--- src/rtl/loopback_router.sv ---
`default_nettype none
// ============================================================================
// Module      : loopback_router
// Description : Routes post-office sends either to the comm interface or,
//               when self-addressed, into a loopback FIFO. The FIFO head and
//               remote receive traffic share the mailbox port through a
//               locked arbiter (round-robin or remote-first). Also exports
//               FIFO occupancy and a saturating loopback message counter.
// Revision    : 1.0 - initial release
// ============================================================================
module loopback_router #(
    parameter int LOOPBACK_DEPTH  = 4,
    parameter int ENABLE_LOOPBACK = 1,
    parameter int ARB_MODE        = 0,
    parameter int CNT_W           = 16,
    parameter int ADDR_W          = 8,
    parameter int DATA_W          = 32
) (
    input  logic                              clk_i,
    input  logic                              rstn_i,
    input  logic [ADDR_W-1:0]                 local_address,
    input  logic                              postoffice_loopback_valid,
    output logic                              loopback_postoffice_ready,
    input  logic [DATA_W-1:0]                 postoffice_loopback_data,
    output logic                              loopback_interface_valid,
    input  logic                              interface_loopback_ready,
    output logic [DATA_W-1:0]                 loopback_interface_data,
    output logic                              loopback_mailbox_valid,
    input  logic                              mailbox_loopback_ready,
    output logic [DATA_W-1:0]                 loopback_mailbox_data,
    input  logic                              interface_loopback_valid,
    output logic                              loopback_interface_ready,
    input  logic [DATA_W-1:0]                 interface_loopback_data,
    output logic [$clog2(LOOPBACK_DEPTH):0]   loopback_fifo_count,
    output logic [CNT_W-1:0]                  loopback_count
);

    localparam int PTR_W = $clog2(LOOPBACK_DEPTH);
    localparam int OCC_W = PTR_W + 1;

    // Grant encoding: one bit, FIFO = 0, remote receive = 1
    localparam logic [0:0] GRANT_FIFO   = 1'b0;
    localparam logic [0:0] GRANT_REMOTE = 1'b1;

    localparam logic [OCC_W-1:0] C_FULL  = OCC_W'(LOOPBACK_DEPTH);
    localparam logic [CNT_W-1:0] C_SAT   = {CNT_W{1'b1}};

    logic [DATA_W-1:0] r_mem [LOOPBACK_DEPTH];
    logic [PTR_W-1:0]  r_rd_ptr;
    logic [PTR_W-1:0]  r_wr_ptr;
    logic [OCC_W-1:0]  r_occ;
    logic [CNT_W-1:0]  r_lb_count;
    logic              r_lock;
    logic [0:0]        r_lock_sel;
    logic [0:0]        r_last_grant;

    logic              w_is_self;
    logic              w_not_full;
    logic              w_push;
    logic              w_pop;
    logic              w_rq_l;
    logic              w_rq_r;
    logic [0:0]        w_sel;
    logic              w_mb_valid;
    logic              w_handshake;

    // Destination lives in the top ADDR_W bits of the message
    assign w_is_self  = (ENABLE_LOOPBACK != 0) &&
                        (postoffice_loopback_data[DATA_W-1 -: ADDR_W] == local_address);
    // Full check deliberately ignores a same-cycle pop (no full bypass)
    assign w_not_full = (r_occ != C_FULL);

    assign loopback_interface_valid  = postoffice_loopback_valid && !w_is_self;
    assign loopback_interface_data   = postoffice_loopback_data;
    assign loopback_postoffice_ready = w_is_self ? w_not_full : interface_loopback_ready;
    assign w_push                    = postoffice_loopback_valid && w_is_self && w_not_full;

    assign w_rq_l = (r_occ != '0);
    assign w_rq_r = interface_loopback_valid;

    // Arbitration: a held grant while locked, otherwise mode-dependent choice
    always_comb begin
        w_sel = GRANT_FIFO;
        if (r_lock) begin
            w_sel = r_lock_sel;
        end else if (ARB_MODE == 1) begin
            w_sel = w_rq_r ? GRANT_REMOTE : GRANT_FIFO;
        end else if (w_rq_r && w_rq_l) begin
            w_sel = ~r_last_grant;
        end else begin
            w_sel = w_rq_r ? GRANT_REMOTE : GRANT_FIFO;
        end
    end

    assign w_mb_valid  = (w_sel == GRANT_REMOTE) ? w_rq_r : w_rq_l;
    assign w_handshake = w_mb_valid && mailbox_loopback_ready;
    assign w_pop       = w_handshake && (w_sel == GRANT_FIFO);

    assign loopback_mailbox_valid   = w_mb_valid;
    assign loopback_mailbox_data    = (w_sel == GRANT_REMOTE) ? interface_loopback_data
                                                              : r_mem[r_rd_ptr];
    assign loopback_interface_ready = (w_sel == GRANT_REMOTE) && mailbox_loopback_ready;
    assign loopback_fifo_count      = r_occ;
    assign loopback_count           = r_lb_count;

    // FIFO storage: contents need no reset, occupancy gates visibility
    always_ff @(posedge clk_i) begin
        if (w_push) begin
            r_mem[r_wr_ptr] <= postoffice_loopback_data;
        end
    end

    // FIFO pointers, occupancy and the saturating loopback counter
    always_ff @(posedge clk_i) begin
        if (!rstn_i) begin
            r_rd_ptr   <= '0;
            r_wr_ptr   <= '0;
            r_occ      <= '0;
            r_lb_count <= '0;
        end else begin
            if (w_push) begin
                r_wr_ptr <= r_wr_ptr + 1'b1;
            end
            if (w_pop) begin
                r_rd_ptr <= r_rd_ptr + 1'b1;
                if (r_lb_count != C_SAT) begin
                    r_lb_count <= r_lb_count + 1'b1;
                end
            end
            case ({w_push, w_pop})
                2'b10:   r_occ <= r_occ + 1'b1;
                2'b01:   r_occ <= r_occ - 1'b1;
                default: r_occ <= r_occ;
            endcase
        end
    end

    // Grant lock across a stalled mailbox and round-robin history
    always_ff @(posedge clk_i) begin
        if (!rstn_i) begin
            r_lock       <= 1'b0;
            r_lock_sel   <= GRANT_FIFO;
            r_last_grant <= GRANT_FIFO;
        end else begin
            r_lock     <= w_mb_valid && !mailbox_loopback_ready;
            r_lock_sel <= w_sel;
            if (w_handshake) begin
                r_last_grant <= w_sel;
            end
        end
    end

endmodule
`default_nettype wire

--- config.mk ---
export PLATFORM = sky130hd
export DESIGN_NAME = loopback_router
export DESIGN_NICKNAME = d
export VERILOG_FILES = /design/src/rtl/loopback_router.sv
export SDC_FILE = /design/constraint.sdc
export NUM_CORES = 1
export LEC_CHECK = 0
export ABC_AREA = 0
export CAP_MARGIN = 40
export CORE_MARGIN = 2
export CORE_UTILIZATION = 45
export CTS_CLUSTER_DIAMETER = 80
export DETAILED_ROUTE_END_ITERATION = 8
export PLACE_DENSITY = 0.75
export SLEW_MARGIN = 20
export SYNTH_ARGS = -nofsm -noshare
export SYNTH_HDL_FRONTEND = slang
export SYNTH_SLANG_ARGS = --single-unit
--- constraint.sdc ---
create_clock -name clk_i -period 2.3 [get_ports clk_i]
set_input_delay 0.345 -clock clk_i [delete_from_list [all_inputs] [get_ports clk_i]]
set_output_delay 0.345 -clock clk_i [all_outputs]
set_load 0.01 [all_outputs]
==> run_results.csv, run 1 <==
group,metric,value,unit
run_status,status,"finished with violations",
run_status,violations,"setup timing",
power_and_ir_drop,p_sw,1205,uW
layout,num-nets-final,674,
power_and_ir_drop,p_clk_share,42.7,%
synthesis,syn_area,0.006756,mm2
clocking,cts-root-buf,"clkbuf_16",
die,start_util,46.31,%
hold_path,hp-class,"in2reg",
placement,gp_congestion,0.8439,
detailed_routing,vias,4119,
sta,timing.slew.headroom,46.83,%
sta,fmax,0.4259,GHz
hold_path,hold_start,"postoffice_loopback_data[26]",
power_and_ir_drop,power.density,658.1,mW/mm2
sta,finalSetupViolations,30,
layout,layout_common_cells,"128 x edfxtp_1, 120 x clkdlybuf4s50_1, 32 x mux4_2",
sta,slew_violations,0,
hold_path,hold_depth,2,
die,die_area,0.01601,mm2
layout,n_antenna_cell,0,
placement,placed_area,0.008748,mm2
die,core_area,0.01459,mm2
power_and_ir_drop,p_comb_share,7.4,%
layout,fillers,1061,
detailed_routing,routed_wl,13570,um
sta,finalSetupTns,-0.8748,ns
worst_setup_path,crit_path_start_kind,"register",
worst_setup_path,criticalPathCategory,"reg2out",
hold_path,whs_endpoint,"r_mem[3][26]",
sta,timing.final.crit_share,102.1,%
synthesis,ys.warnings.count,0,
global_route,grt-ovfl-total,0,
detailed_routing,wl_per_cell,17.29,um
detailed_routing,post-route-drc-count,0,
detailed_routing,first_pass_iters,4,
detailed_routing,drt_iter0_markers,284,
power_and_ir_drop,switching_share,19.69,%
worst_setup_path,reg2regPathDepth,11,
layout,area_delta_synth_final,37.70,%
worst_setup_path,rrSetupSlack,-0.01,ns
synthesis,synth_top_area_cell,"edfxtp_1",
worst_setup_path,r2r_start,"loopback_fifo_count[0]",
die,fp-row-count,44,
clocking,cts_buffers,17,
run,cap_violations,0,
clocking,worstSkewPairLatency,0.41,ns
worst_setup_path,reg2reg_to,"loopback_fifo_count[2]",
power_and_ir_drop,ir_drop,0.0005181,V
worst_setup_path,worstPathRequired,1.96,ns
power_and_ir_drop,p_int,4917,uW
placement,dp.cells,750,
synthesis,synth.distinct_cells,50,
synthesis,syn_avg_cell_area,16.48,um2
layout,mostFrequentLayoutCell,"edfxtp_1",
sta,skew,0.01354,ns
clocking,cts.sinks,156,
layout,fin_area,0.009304,mm2
synthesis,ys.flop_type,"edfxtp_1",
synthesis,ys_seq_elements,156,
synthesis,syn_nets,495,
global_route,grt_first_pass_wirelength,21250,um
synthesis,synth_top_area_share,56.89,%
synthesis,yosysSeqAreaShare,65.19,%
worst_setup_path,crit_start,"loopback_fifo_count[2]",
placement,post-place-ws,-0.3636,ns
placement,post-dp-hpwl,9271,um
worst_setup_path,cp.arrival,2.00,ns
clocking,cts_tree,"done",
synthesis,synthArstFlopShare,0,%
worst_setup_path,path_max_fanout,26,
global_route,gr-usage-all-layers,17.14,%
sta,hold_violations,0,
layout,drive_gt1_share,28.95,%
die,ioPinCount,165,
global_route,first_global_vias,4249,
synthesis,synthCells,410,
die,die_w,126.5,um
placement,port_buffers,164,
sta,layout_min_cycle_time,2.348,ns
worst_setup_path,setup.worst_path.end_class,"output pin",
sta,rsz0062_at_grt,"yes",
clocking,h-tree-depth,4,
power_and_ir_drop,leakage,0.003237,uW
layout,finalNonFillerCells,785,
detailed_routing,ant_nets,0,
global_route,antenna_found_initial,0,
synthesis,synth_area_leaders,"edfxtp_1 57%, mux4_2 11%, dfxtp_1 8.3%, mux2_1 5.3%, buf_4 3.6%",
detailed_routing,via_per_inst,5.247,
die,die_h,126.5,um
synthesis,synth_edf_count,128,
clocking,clk_pin_slew,0.06,ns
clocking,clock_path_buffers,2,
layout,fin_util,63.77,%
sta,worst_slew_pin_slew,0.7966,ns
sta,fin_ws,-0.04791,ns
global_route,grt_max_degree,33,
power_and_ir_drop,power_frac_seq,50.0,%
-- synthesized netlist by cell type, drive strengths merged, types with 4 or more instances --
cell type  instances
buf               40
o21ai              4
inv                9
nor2              22
nand2             13
mux4              32
mux2              33
mux2i              4
xor2               5
xnor2             13
a21oi              7
ha                 6
dfxtp             28
nor4               4
nand3              7
nor3               7
clkbuf             5
nand4              7
and2               5
edfxtp           128
-- power groups by stage --
stage               Sequential, uW  Clock (uW)  Combinational [uW]
global placement              3120           0                 460
detailed placement            3120           0                 469
finish                        3060        2610                 451
global route                  3060        2770                 483
floorplan                     3120           0                 169
CTS                           3060        2680                 455
-- per-layer routing --
metal / GRT usage, % / wire, um / part of all wire (%) / vias up
li1: - / - / - / 1917
met1: 19.93 / 5506 / 41 / 2033
met2: 30.89 / 7071 / 52 / 155
met3: 4.850 / 886 / 6.5 / 14
met4: 5.042 / 107 / 0.79 / 0
met5: 0 / 0 / 0 / -
-- how the worst max path moves through the flow --
stage | to | slack [ns] | cells past startpoint
final | loopback_mailbox_data[31] | -0.05 | 6
after global routing | loopback_mailbox_data[10] | -0.12 | 6
after global placement | loopback_fifo_count[2] | -0.29 | 11
after detailed placement | loopback_fifo_count[2] | -0.36 | 11
after CTS | loopback_mailbox_data[2] | -0.16 | 6
after floorplan | loopback_fifo_count[2] | 0.03 | 10
-- sequential cells by signal, indices dropped and copies added, names as in the netlist, named ones only --
register / count
loopback_count: 16
loopback_fifo_count: 3
r_lock: 1
r_wr_ptr: 2
r_last_grant: 1
r_mem: 128
r_lock_sel: 1
r_rd_ptr: 2
-- timing repair --
action / 4_1_cts / 5_1_grt
setup endpoints to repair: 37 / 38
gates cloned: 0 / 0
resized for setup: 161 / 17
setup buffers: 3 / 1
pin swaps: 8 / 8
hold buffers: 0 / 0
hold endpoints to repair: 0 / 0
-- cells by family after synthesis --
family | count (synthesis) | share of synthesized area, %
XOR/XNOR | 18 | 2.333
flip-flops | 156 | 65.19
multiplexers | 69 | 16.76
AND/OR/NAND/NOR | 88 | 7.630
buffers and inverters | 54 | 4.907
adder cells (fa/ha/maj) | 7 | 1.407
AO/OA/AOI/OAI | 18 | 1.778
-- metrics by stage --
stage | hold WS [ns] | total power, uW
3_5_place_dp | 0.4962 | 3588
5_1_grt | 0.3155 | 6311
6_report | 0.2960 | 6122
2_1_floorplan | 0.4235 | 3288
4_1_cts | 0.3115 | 6189
3_3_place_gp | 0.4789 | 3578
-- critical path, stage by stage (launching register included) --
cell and delay, ns:
dfxtp_2 0.32, or3_4 0.41, a21oi_4 0.15, a21oi_4 0.06, buf_12 0.18, mux2_1 0.32
buf_2 0.14
-- final cells by class --
type / count / area, um2 / area share, %
tap: 184 / 230.2 / 2.474
multi-input combinational: 200 / 2143 / 23.04
inverter: 9 / 33.78 / 0.3631
clock buffer: 21 / 440.4 / 4.734
timing repair buffer: 205 / 1926 / 20.70
sequential: 156 / 4412 / 47.42
clock inverter: 10 / 118.9 / 1.278
Power figures use the tool's default switching activity.
==> run 2, diff against run 1 <==
--- a/config.mk
+++ b/config.mk
@@ -7,7 +7,6 @@
 export LEC_CHECK = 0
 export ABC_AREA = 0
 export CAP_MARGIN = 40
-export CORE_MARGIN = 2
 export CORE_UTILIZATION = 45
 export CTS_CLUSTER_DIAMETER = 80
 export DETAILED_ROUTE_END_ITERATION = 8
==> run 2 against run 1 <==
  * The run still ends with setup timing left
  * Via count up 0.85%
  * Utilization rose by 1.9 points
  * Sequential power barely moved
  * Routed wire length grew 4.3%
  * Power grew 7.3%
  * Critical path depth is the same
  * Die area decreased by 3.1%
  * First-iteration DRC count grew 18%
  * Clock skew shrank 0.0068 ns
  * Combinational power up 8.2%
  * Sequential share of layout area down 1.4 points
  * Worst hold slack gained 0.0063 ns
  * Largest cell class unchanged
==> run_results.csv, run 2 (same netlist as run 1, synthesis figures left out) <==
group,metric,value,unit
hold_path,hold_start,"postoffice_loopback_data[26]",
die,ioPinCount,165,
clocking,clk_pin_slew,0.06,ns
layout,num-nets-final,680,
worst_setup_path,worstPathRequired,1.96,ns
layout,layout_common_cells,"128 x edfxtp_1, 120 x clkdlybuf4s50_1, 32 x mux4_2",
clocking,cts.sinks,156,
power_and_ir_drop,power.density,685.3,mW/mm2
sta,slew_violations,0,
worst_setup_path,path_max_fanout,13,
clocking,cts_tree,"done",
layout,largest_register_ff_count,128,
layout,regMostFlops,"r_mem",
global_route,grt_first_pass_wirelength,22750,um
clocking,h-tree-depth,4,
clocking,cts_buffers,17,
die,die_area,0.01551,mm2
global_route,first_global_vias,4313,
run_status,status,"finished with violations",
detailed_routing,routed_wl,14160,um
die,die_w,124.5,um
hold_path,whs_endpoint,"r_mem[1][26]",
sta,hold_violations,0,
layout,mostFrequentLayoutCell,"edfxtp_1",
worst_setup_path,cp.arrival,2.00,ns
clocking,cts-root-buf,"clkbuf_16",
sta,timing.final.crit_share,102.0,%
placement,gp_congestion,0.8483,
detailed_routing,drt_iter0_markers,334,
clocking,worstSkewPairLatency,0.41,ns
detailed_routing,ant_nets,0,
hold_path,hp-class,"in2reg",
worst_setup_path,crit_cells,6,
layout,area_delta_synth_final,41.83,%
sta,worst_slew_pin_slew,0.7903,ns
worst_setup_path,crit_family,"simple AND/OR/NAND/NOR gates",
global_route,gr-usage-all-layers,19.14,%
power_and_ir_drop,p_total,6567,uW
placement,post-dp-hpwl,9227,um
worst_setup_path,r2r_start,"loopback_fifo_count[0]",
sta,hold_ws,0.3023,ns
placement,port_buffers,164,
run_status,violations,"setup timing",
layout,fin_util,65.69,%
hold_path,hold_depth,2,
die,start_util,46.31,%
sta,rsz0062_at_grt,"yes",
worst_setup_path,rrSetupSlack,0.04,ns
worst_setup_path,slowest_stage,"or3_4",
power_and_ir_drop,ir_drop,0.0004496,V
worst_setup_path,setup.worst_path.end_class,"output pin",
worst_setup_path,path_cells,"or3_4, a21oi_4, a21oi_4, buf_12, mux2_1, buf_2",
sta,finalSetupViolations,25,
sta,skew,0.006705,ns
worst_setup_path,crit_top_cell,"a21oi_4",
worst_setup_path,reg2regPathDepth,11,
layout,n_antenna_cell,0,
worst_setup_path,crit_path_start_kind,"register",
power_and_ir_drop,leakage,0.003418,uW
worst_setup_path,crit_buf_inv,2,
die,die_h,124.5,um
global_route,grt-ovfl-total,0,
worst_setup_path,criticalPathCategory,"reg2out",
die,fp-row-count,44,
clocking,clock_path_buffers,2,
layout,drive_gt1_share,31.25,%
sta,timing.slew.headroom,47.25,%
global_route,antenna_found_initial,0,
detailed_routing,via_per_inst,5.245,
worst_setup_path,max_stage_delay,0.40,ns
sta,layout_min_cycle_time,2.345,ns
die,core_area,0.01459,mm2
detailed_routing,vias,4154,
sta,fmax,0.4264,GHz
detailed_routing,wl_per_cell,17.88,um
run,cap_violations,0,
detailed_routing,post-route-drc-count,0,
worst_setup_path,reg2reg_to,"loopback_fifo_count[2]",
detailed_routing,first_pass_iters,6,
sta,fin_ws,-0.04548,ns
global_route,grt_max_degree,33,
## run 2: changes by cell type in the layout (fill, tap and decap cells not counted), sizes merged
| cell | delta |
|---|---|
| clkbuf | -2 |
| buf | +5 |
| clkinvlp | -1 |
| inv | +2 |
| dlygate4sd2 | -2 |
| bufinv | +3 |
| dlymetal6s2s | +3 |
| clkinv | -1 |
## run 2: metrics by stage
stage	TNS (ns)	cell area (um2)	setup slack [ns]	instances
after CTS	-1.737	9517	-0.1394	794
after detailed placement	-18.30	8756	-0.3285	751
after global routing	-2.743	9583	-0.1115	792
final	-0.6243	9583	-0.04548	792
after floorplan	0	6756	0.03188	410
after global placement	-20.19	8756	-0.3060	751
## run 2: area by class of cell
cell class	count	area (um2)
inverters	9	33.78
multi-input cells	200	2156
well taps	184	230.2
flip-flops and latches	156	4413
repair buffers	211	2105
clock buffers	19	432.9
clock inverters	13	212.7
fillers	1006	5006
## run 2: timing repair
item                                    CTS  global route
hold buffers                              0             0
endpoints found under the setup margin   37            37
pin swaps                                 8             6
setup buffers                             9             2
gates cloned                              2             0
resized for setup                       165            40
## run 2: power by group
group / internal (uW) / total, uW / switching (uW)
Clock: 1940 / 3020 / 1080
Sequential: 3050 / 3060 / 5.06
Combinational: 301 / 488 / 188
## run 2: worst max path at each step
stage,start,endpoint
2_1_floorplan,loopback_fifo_count[0],loopback_fifo_count[2]
3_3_place_gp,postoffice_loopback_data[24],loopback_fifo_count[2]
3_5_place_dp,postoffice_loopback_data[24],loopback_fifo_count[2]
4_1_cts,register,loopback_mailbox_data[23]
5_1_grt,loopback_fifo_count[2],loopback_mailbox_data[14]
6_report,loopback_fifo_count[2],loopback_mailbox_data[22]
## run 2: per-layer routing
metal | wire [um] | global-route usage (%) | vias to the layer above
met1 | 5902 | 23.90 | 2050
met4 | 138 | 5.245 | 0
met2 | 7326 | 32.21 | 157
met3 | 789 | 5.842 | 13
met5 | 0 | 0 | -
li1 | - | - | 1934
==> run 3, diff against run 2 <==
--- a/config.mk
+++ b/config.mk
@@ -7,6 +7,7 @@
 export LEC_CHECK = 0
 export ABC_AREA = 0
 export CAP_MARGIN = 40
+export CORE_ASPECT_RATIO = 2
 export CORE_UTILIZATION = 45
 export CTS_CLUSTER_DIAMETER = 80
 export DETAILED_ROUTE_END_ITERATION = 8
==> run 3 against run 2 <==
  * The run still ends with setup timing left
  * Critical path depth unchanged
  * Global-route usage increased by 1.0 points
  * Clock-buffer cell count decreased by 1
  * Maximum frequency decreased by 0.98%
  * Sequential power about the same
  * Register-to-register slack got worse by 0.09 ns
  * Clock skew decreased by 0.00060 ns
  * Critical endpoint is now loopback_mailbox_data[27]
  * Largest cell class unchanged
==> run_results.csv, run 3 (same netlist as run 1, synthesis figures left out) <==
group,metric,value,unit
run_status,status,"finished with violations",
run_status,violations,"setup timing",
clocking,h-tree-depth,4,
worst_setup_path,path_max_fanout,16,
layout,layout_common_cells,"128 x edfxtp_1, 118 x clkdlybuf4s50_1, 36 x buf_4",
power_and_ir_drop,ir_drop,0.0007078,V
layout,largest_register_ff_count,128,
layout,area_delta_synth_final,41.09,%
die,start_util,45.84,%
clocking,cts-root-buf,"clkbuf_16",
sta,rsz0062_at_grt,"yes",
layout,multi_input_area,0.002171,mm2
layout,drive_gt1_share,31.41,%
sta,worst_slew_pin_slew,0.7849,ns
clocking,cts_buffers,17,
die,die_h,175.3,um
layout,n_antenna_cell,0,
clocking,clk_pin_slew,0.06,ns
detailed_routing,drt_iter0_markers,187,
detailed_routing,routed_wl,15020,um
die,fp-row-count,63,
sta,fmax,0.4222,GHz
detailed_routing,post-route-drc-count,0,
sta,finalSetupViolations,33,
layout,num-nets-final,680,
layout,register_area,0.004410,mm2
hold_path,hold_depth,2,
detailed_routing,vias,4250,
global_route,grt-ovfl-total,0,
layout,fillers,1056,
global_route,gr-usage-all-layers,20.17,%
layout,mostFrequentLayoutCell,"edfxtp_1",
sta,hold_ws,0.3021,ns
sta,timing.slew.headroom,47.61,%
placement,post-place-ws,-0.7531,ns
detailed_routing,wl_per_cell,18.70,um
worst_setup_path,setup.worst_path.end_class,"output pin",
clocking,cts_tree,"done",
detailed_routing,via_per_inst,5.293,
detailed_routing,ant_nets,0,
hold_path,hp-class,"in2reg",
worst_setup_path,criticalPathCategory,"reg2out",
die,die_w,88.65,um
layout,regMostFlops,"r_mem",
placement,port_buffers,164,
run,cap_violations,0,
power_and_ir_drop,leakage,0.003385,uW
placement,post-dp-hpwl,10830,um
clocking,postCtsHoldBufs,0,
sta,finalSetupTns,-1.499,ns
power_and_ir_drop,power.density,667.0,mW/mm2
sta,skew,0.006103,ns
layout,fin_area,0.009533,mm2
die,die_area,0.01554,mm2
sta,hold_violations,0,
worst_setup_path,reg2regPathDepth,11,
clocking,worstSkewPairLatency,0.41,ns
clocking,cts.sinks,156,
sta,timing.final.crit_share,103.0,%
sta,layout_min_cycle_time,2.369,ns
global_route,grt_first_pass_wirelength,22880,um
global_route,first_global_vias,4449,
worst_setup_path,cp.arrival,2.02,ns
worst_setup_path,crit_path_start_kind,"register",
layout,fin_util,64.67,%
clocking,clock_path_buffers,2,
global_route,antenna_found_initial,0,
global_route,grt_max_degree,25,
sta,slew_violations,0,
die,ioPinCount,165,
placement,gp_congestion,0.8950,
sta,fin_ws,-0.06877,ns
detailed_routing,first_pass_iters,6,
worst_setup_path,worstPathRequired,1.96,ns
die,core_area,0.01474,mm2
placement,placed_area,0.008810,mm2
-- run 3: cell count changes in the layout (fill, tap and decap cells not counted), moves of 2 or more --
cell and delta:
dfxtp_1 +2, clkinvlp_4 +2, buf_4 +5, buf_12 -2
buf_6 -4, dfxtp_2 -2, inv_8 +3, bufinv_16 -3
clkdlybuf4s50_1 -2, buf_2 +3
-- run 3: layer usage --
layer	up-vias	track usage (%)	part of all wire [%]
li1	1936	-	-
met1	2150	20.27	34
met2	144	40.03	60
met3	20	3.102	3.6
met4	0	6.586	1.9
met5	-	0	0
-- run 3: worst paths after layout --
check	slack, ns	start	to
setup reg to reg	-0.05	loopback_fifo_count[1]	loopback_fifo_count[2]
hold reg to reg	0.51	loopback_count[13]	loopback_count[13]
setup / recovery	-0.07	loopback_fifo_count[2]	loopback_mailbox_data[27]
hold / removal	0.30	postoffice_loopback_data[27]	r_mem[0][27]
-- run 3: final cells by class --
cell class                      instances  share of cell area (%)
Inverter                                9                  0.3544
Timing Repair Buffer                  211                   21.67
Clock buffer                           18                   4.502
Tap cell                              195                   2.559
Multi-Input combinational cell        200                   22.77
Sequential cell                       156                   46.27
Clock inverter                         14                   1.877
-- run 3: power by group --
part	total (uW)	internal [uW]	switching, uW	leakage (uW)
combinational	503	305	199	0.00172
sequential	3060	3050	3.61	0.00138
clock	2800	1650	1150	0.000288
total	6360	5010	1350	0.00338
-- run 3: timing repair --
| item | CTS | global route |
|---|---|---|
| endpoints found under the setup margin | 159 | 37 |
| gates resized for setup | 164 | 37 |
| buffers inserted | 3 | 0 |
| pin swaps | 8 | 6 |
| cloned | 0 | 0 |
-- run 3: stage by stage --
stage	power [uW]	std cells
finish	6358	803
CTS	6385	803
floorplan	3288	410
detailed placement	3600	768
global placement	3577	767
global route	6553	803
-- run 3: critical path, cell delays in order, from the launching register on --
cell and delay [ns]:
dfxtp_2 0.32, or3_4 0.41, a21oi_4 0.16, a21oi_4 0.08, buf_16 0.17, mux2_1 0.32, buf_2 0.14
